$ cat src/rtl/game_sprite_control.sv
// Position generator for a single sprite: integrates a signed velocity once per
// step strobe and parks the sprite once the display stage reports it off screen.
module game_sprite_control #(
  parameter int X_WIDTH      = 10,
  parameter int Y_WIDTH      = 10,
  parameter int DX_WIDTH     = 4,
  parameter int DY_WIDTH     = 4,
  parameter int STROBE_WIDTH = 20,
  parameter int START_X      = 0,
  parameter int START_Y      = 0
) (
  input  logic                clk,
  input  logic                reset,
  input  logic                sprite_write_xy,
  input  logic [X_WIDTH-1:0]  sprite_write_x,
  input  logic [Y_WIDTH-1:0]  sprite_write_y,
  input  logic                sprite_write_dxy,
  input  logic [DX_WIDTH-1:0] sprite_write_dx,
  input  logic [DY_WIDTH-1:0] sprite_write_dy,
  input  logic                sprite_enable_update,
  input  logic                sprite_within_screen,
  output logic [X_WIDTH-1:0]  sprite_x,
  output logic [Y_WIDTH-1:0]  sprite_y,
  output logic                running,
  output logic                gone,
  output logic                out_of_screen
);

  typedef enum logic [1:0] {
    IDLE = 2'd0,
    RUN  = 2'd1,
    GONE = 2'd2
  } state_t;

  state_t                  state;
  state_t                  next_state;
  logic [STROBE_WIDTH-1:0] strobe_cnt;
  logic                    strobe;
  logic [DX_WIDTH-1:0]     dx;
  logic [DY_WIDTH-1:0]     dy;
  logic [X_WIDTH-1:0]      dx_ext;
  logic [Y_WIDTH-1:0]      dy_ext;
  logic                    do_move;
  logic                    do_exit;

  assign strobe = &strobe_cnt;

  // Two's-complement addition of the sign-extended step wraps modulo 2^WIDTH.
  assign dx_ext = {{(X_WIDTH-DX_WIDTH){dx[DX_WIDTH-1]}}, dx};
  assign dy_ext = {{(Y_WIDTH-DY_WIDTH){dy[DY_WIDTH-1]}}, dy};

  // Disable wins over the off-screen check, so both qualify on the enable.
  assign do_move = (state == RUN) && sprite_enable_update && strobe && sprite_within_screen;
  assign do_exit = (state == RUN) && sprite_enable_update && strobe && !sprite_within_screen;

  always_comb begin
    next_state = state;
    case (state)
      IDLE: if (sprite_enable_update) next_state = RUN;
      RUN: begin
        if (!sprite_enable_update) next_state = IDLE;
        else if (do_exit)          next_state = GONE;
      end
      GONE: begin
        if (sprite_write_xy) next_state = sprite_enable_update ? RUN : IDLE;
      end
      default: next_state = IDLE;
    endcase
  end

  always_ff @(posedge clk or negedge reset) begin
    if (!reset) begin
      state         <= IDLE;
      strobe_cnt    <= '0;
      sprite_x      <= X_WIDTH'(START_X);
      sprite_y      <= Y_WIDTH'(START_Y);
      dx            <= '0;
      dy            <= '0;
      running       <= 1'b0;
      gone          <= 1'b0;
      out_of_screen <= 1'b0;
    end else begin
      strobe_cnt    <= strobe_cnt + STROBE_WIDTH'(1);
      state         <= next_state;
      running       <= (next_state == RUN);
      gone          <= (next_state == GONE);
      out_of_screen <= do_exit;

      if (sprite_write_dxy) begin
        dx <= sprite_write_dx;
        dy <= sprite_write_dy;
      end

      // A position load overrides any move scheduled for the same edge.
      if (sprite_write_xy) begin
        sprite_x <= sprite_write_x;
        sprite_y <= sprite_write_y;
      end else if (do_move) begin
        sprite_x <= sprite_x + dx_ext;
        sprite_y <= sprite_y + dy_ext;
      end
    end
  end

endmodule

$ cat config.mk
export PLATFORM = sky130hd
export DESIGN_NAME = game_sprite_control
export DESIGN_NICKNAME = d
export VERILOG_FILES = /design/src/rtl/game_sprite_control.sv
export SDC_FILE = /design/constraint.sdc
export NUM_CORES = 1
export LEC_CHECK = 0
export CAP_MARGIN = 10
export CORE_MARGIN = 5
export CORE_UTILIZATION = 48
export CTS_CLUSTER_DIAMETER = 40
export DETAILED_ROUTE_END_ITERATION = 10
export PLACE_DENSITY_LB_ADDON = 0.25
export SYNTH_ARGS = -nofsm -noshare
export SYNTH_HDL_FRONTEND = slang
export SYNTH_SLANG_ARGS = --single-unit
$ cat constraint.sdc
create_clock -name clk -period 2.05 [get_ports clk]
set_input_delay 0.205 -clock clk [delete_from_list [all_inputs] [get_ports clk]]
set_output_delay 0.205 -clock clk [all_outputs]
set_load 0.02 [all_outputs]
==> impl_results.md <==
- Routed Antenna Nets: 0
- Max Fanout on Critical Path: 2
- Crit path max-delay cell type: fa_2
- Diodes inserted: 0
- Die area: 0.00821 mm^2
- Crit path DAT: 2.21 ns
- Worst skew pair latency: 0.32 ns
- Cells after Synth: 314
- Slew Limit Fails: 0
- Die Ht: approximately 91 um
- Max-cap violations: 0
- CTS tree: done
- Total Negative Setup Slacks: 0 ns
- # port buffers: 56
- Synth warn: 0
- Worst path cell trace: ha_4 -> inv_2 -> fa_2 -> nor2b_4 -> o21ai_2 -> a21o_1 -> a31oi_1 -> mux2i_1 -> nand3_2
- Min Tclk post-route: 2.00 ns
- Clock root buffer: clkbuf_8
- Class of the worst hold path: in2async
- DR WL/cell: 17.0 um
- Die width: roughly 90 um
- Final core occ: 0.724
- Worst slew pin tran: 0.490 ns
- Global route overflow: 0
- Final Setup Violations: 0
- R2r setup slk: 0.05 ns
- Routability Congestion: 0.844
- Area growth syn-to-layout: 47.5%
- Fillers: 430
- Post-route cell area: 0.00460 mm^2
- # DRC: 0
- Netlist Area Pre-Place: 0.00312 mm^2
- Top cell family by delay on the critical path: adder cells
- DP Area: 0.00398 mm^2
- Period utilization: 0.975
- Clock slew at reported path FFs: 0.10 ns
- LEAKAGE: 2.02 nW
- CTS Buffer Depth: 2
- Via count: 2784
- Worst vdd ir: 0.378 mV
- Ys flop type: dfrtp_1
- Unique masters post-synth: 46
- Iter 0 DRT Violations: 111
- Vias per cell: between 5 and 6
- Outcome: completed
- First-pass GRT wire length: 12.4 mm
- Layout Nets: about 480
- Bufs and invs on worst path: 1
- Initial antenna violation count: 0
- Seq/Total Area, Yosys: 0.425
- Required time worst endpoint: about 2.3 ns
- Cts bufs inserted: 5
- Core Area: 0.00635 mm^2
- Crit path kind: reg2reg
- Ports: 57
- H-tree levels: 2
- Ys async rst share: 1.00
- Unrepaired setup endpoints after global routing: true
- Post-Route WL: 8.48 mm
- Crit-path max cell delay: 0.41 ns
- Post-synthesis net count: around 370
- Multi-input gate area: 0.00199 mm^2
- Avg Inst Size Synth: 9.93 um^2
- Crit path capture type: flop
- Layout cell share with drive strength beyond 1: 0.297
- Clock Skews: 0.0113 ns
- GRT Overall Usage: 0.178
- Slew HR: 0.672
- Clock sink count: 53
- Starting Density: 0.491
- Vias in the first global route: 2699
- Largest net degree at the start of global routing: 32
- Synthesized flop and latch total: 53
- Max Fclk: approximately 500 MHz
- Post-synth EDFFs: 0
- FF/Latch Area: 0.00134 mm^2
- Dpl hpwl: 5.34 mm
- First-pass DRT Iterations: 4
- Startpoint types: flop
- P per Cell Area: 637 mW/mm^2
- Core Rows: 29
- Final Hold Fails: 0
-- routing by layer --
metal | part of all wire | vias up | track usage
met1 | 0.42 | 1358 | 0.237
li1 | - | 1331 | -
met5 | 0 | - | 0
met4 | 0.026 | 0 | 0.0571
met3 | 0.046 | 20 | 0.0300
met2 | 0.50 | 75 | 0.294
-- cell usage after synthesis, types with 3 or more instances --
cell / n / area, um^2
buf_6: 3 / 33.8
nand4_1: 4 / 25.0
o21ai_1: 10 / 50.1
nand2_1: 38 / 143
mux2i_1: 8 / 80.1
a21oi_1: 14 / 70.1
and3_1: 4 / 25.0
nor3_1: 8 / 40.0
nand3_1: 11 / 55.1
nor3b_1: 4 / 30.0
buf_2: 3 / 15.0
o21ai_0: 14 / 70.1
dfrtp_1: 53 / 1330
inv_1: 12 / 45.0
xor2_1: 8 / 70.1
xnor2_1: 18 / 158
mux2_2: 6 / 67.6
nor2b_1: 7 / 43.8
nor2_1: 12 / 45.0
ha_1: 19 / 238
a31oi_1: 4 / 25.0
and2_1: 4 / 25.0
clkbuf_1: 4 / 15.0
nor3_2: 3 / 30.0
a21o_1: 6 / 45.0
-- power breakdown --
group	internal [mW]	switching [mW]
clock network	0.368	0.370
registers	1.10	0.0658
logic	0.548	0.478
-- kinds of logic (layout without fill, tap and decap cells) --
group | after synthesis | count (layout) | share of synthesized area
flops | 53 | 53 | 0.425
compound gates | 67 | 67 | 0.135
simple gates | 110 | 110 | 0.193
mux | 14 | 14 | 0.0474
fa+ha+maj | 21 | 21 | 0.0891
buf+inv | 23 | 130 | 0.0373
xor+xnor | 26 | 26 | 0.0730
-- path summary, 6_finish.rpt --
path | start | cells past startpoint | end
max | dy[0] | 9 | sprite_y[8]
min | reset | 2 | sprite_x[5]
max reg2reg | dy[0] | 9 | sprite_y[8]
min reg2reg | strobe_cnt[19] | 1 | strobe_cnt[19]
max in group asynchronous | reset | 3 | strobe_cnt[8]
min in group clk | sprite_write_x[4] | 3 | sprite_x[4]
-- cell type report --
class,count,share of cell area
multi-input combinational,238,0.433
sequential,53,0.290
timing repair buffer,110,0.222
tap,77,0.0209
clock buffer,6,0.0158
inverter,12,0.00979
clock inverter,2,0.00843
-- placed cells by master (no fill, tap or decap), types with 10 or more instances in the layout --
master | synthesis | routed
buf_4 | 1 | 46
a21oi_1 | 14 | 11
xnor2_1 | 18 | 18
nor2_1 | 12 | 12
o21ai_0 | 14 | 10
dfrtp_1 | 53 | 46
ha_4 | 0 | 10
nand2_1 | 38 | 37
nand3_1 | 11 | 11
clkdlybuf4s50_1 | 0 | 55
-- state kept, by name (all words and copies together) (netlist names) --
register / flops
sprite_x: 10
state: 2
sprite_y: 10
running: 1
strobe_cnt: 20
out_of_screen: 1
dx: 4
gone: 1
dy: 4
-- metrics by stage --
step	std cells	hold slack (ns)	power, mW	setup WS [ns]
after floorplan	314	-0.0906	1.62	-0.0451
after global placement	468	0.163	1.96	-0.0244
after detailed placement	468	0.163	1.98	-0.0784
after CTS	487	0.356	2.77	-0.0102
after global routing	498	0.399	3.07	-0.0546
final	498	0.339	2.93	0.0503
-- timing repair --
item,4_1_cts,5_1_grt
hold buffers,1,0
setup buffers,10,11
resized for setup,12,49
pin swaps,11,23
gates cloned,0,1
setup endpoints to repair,4,10
endpoints found under the hold margin,16,0
Power figures use the tool's default switching activity.
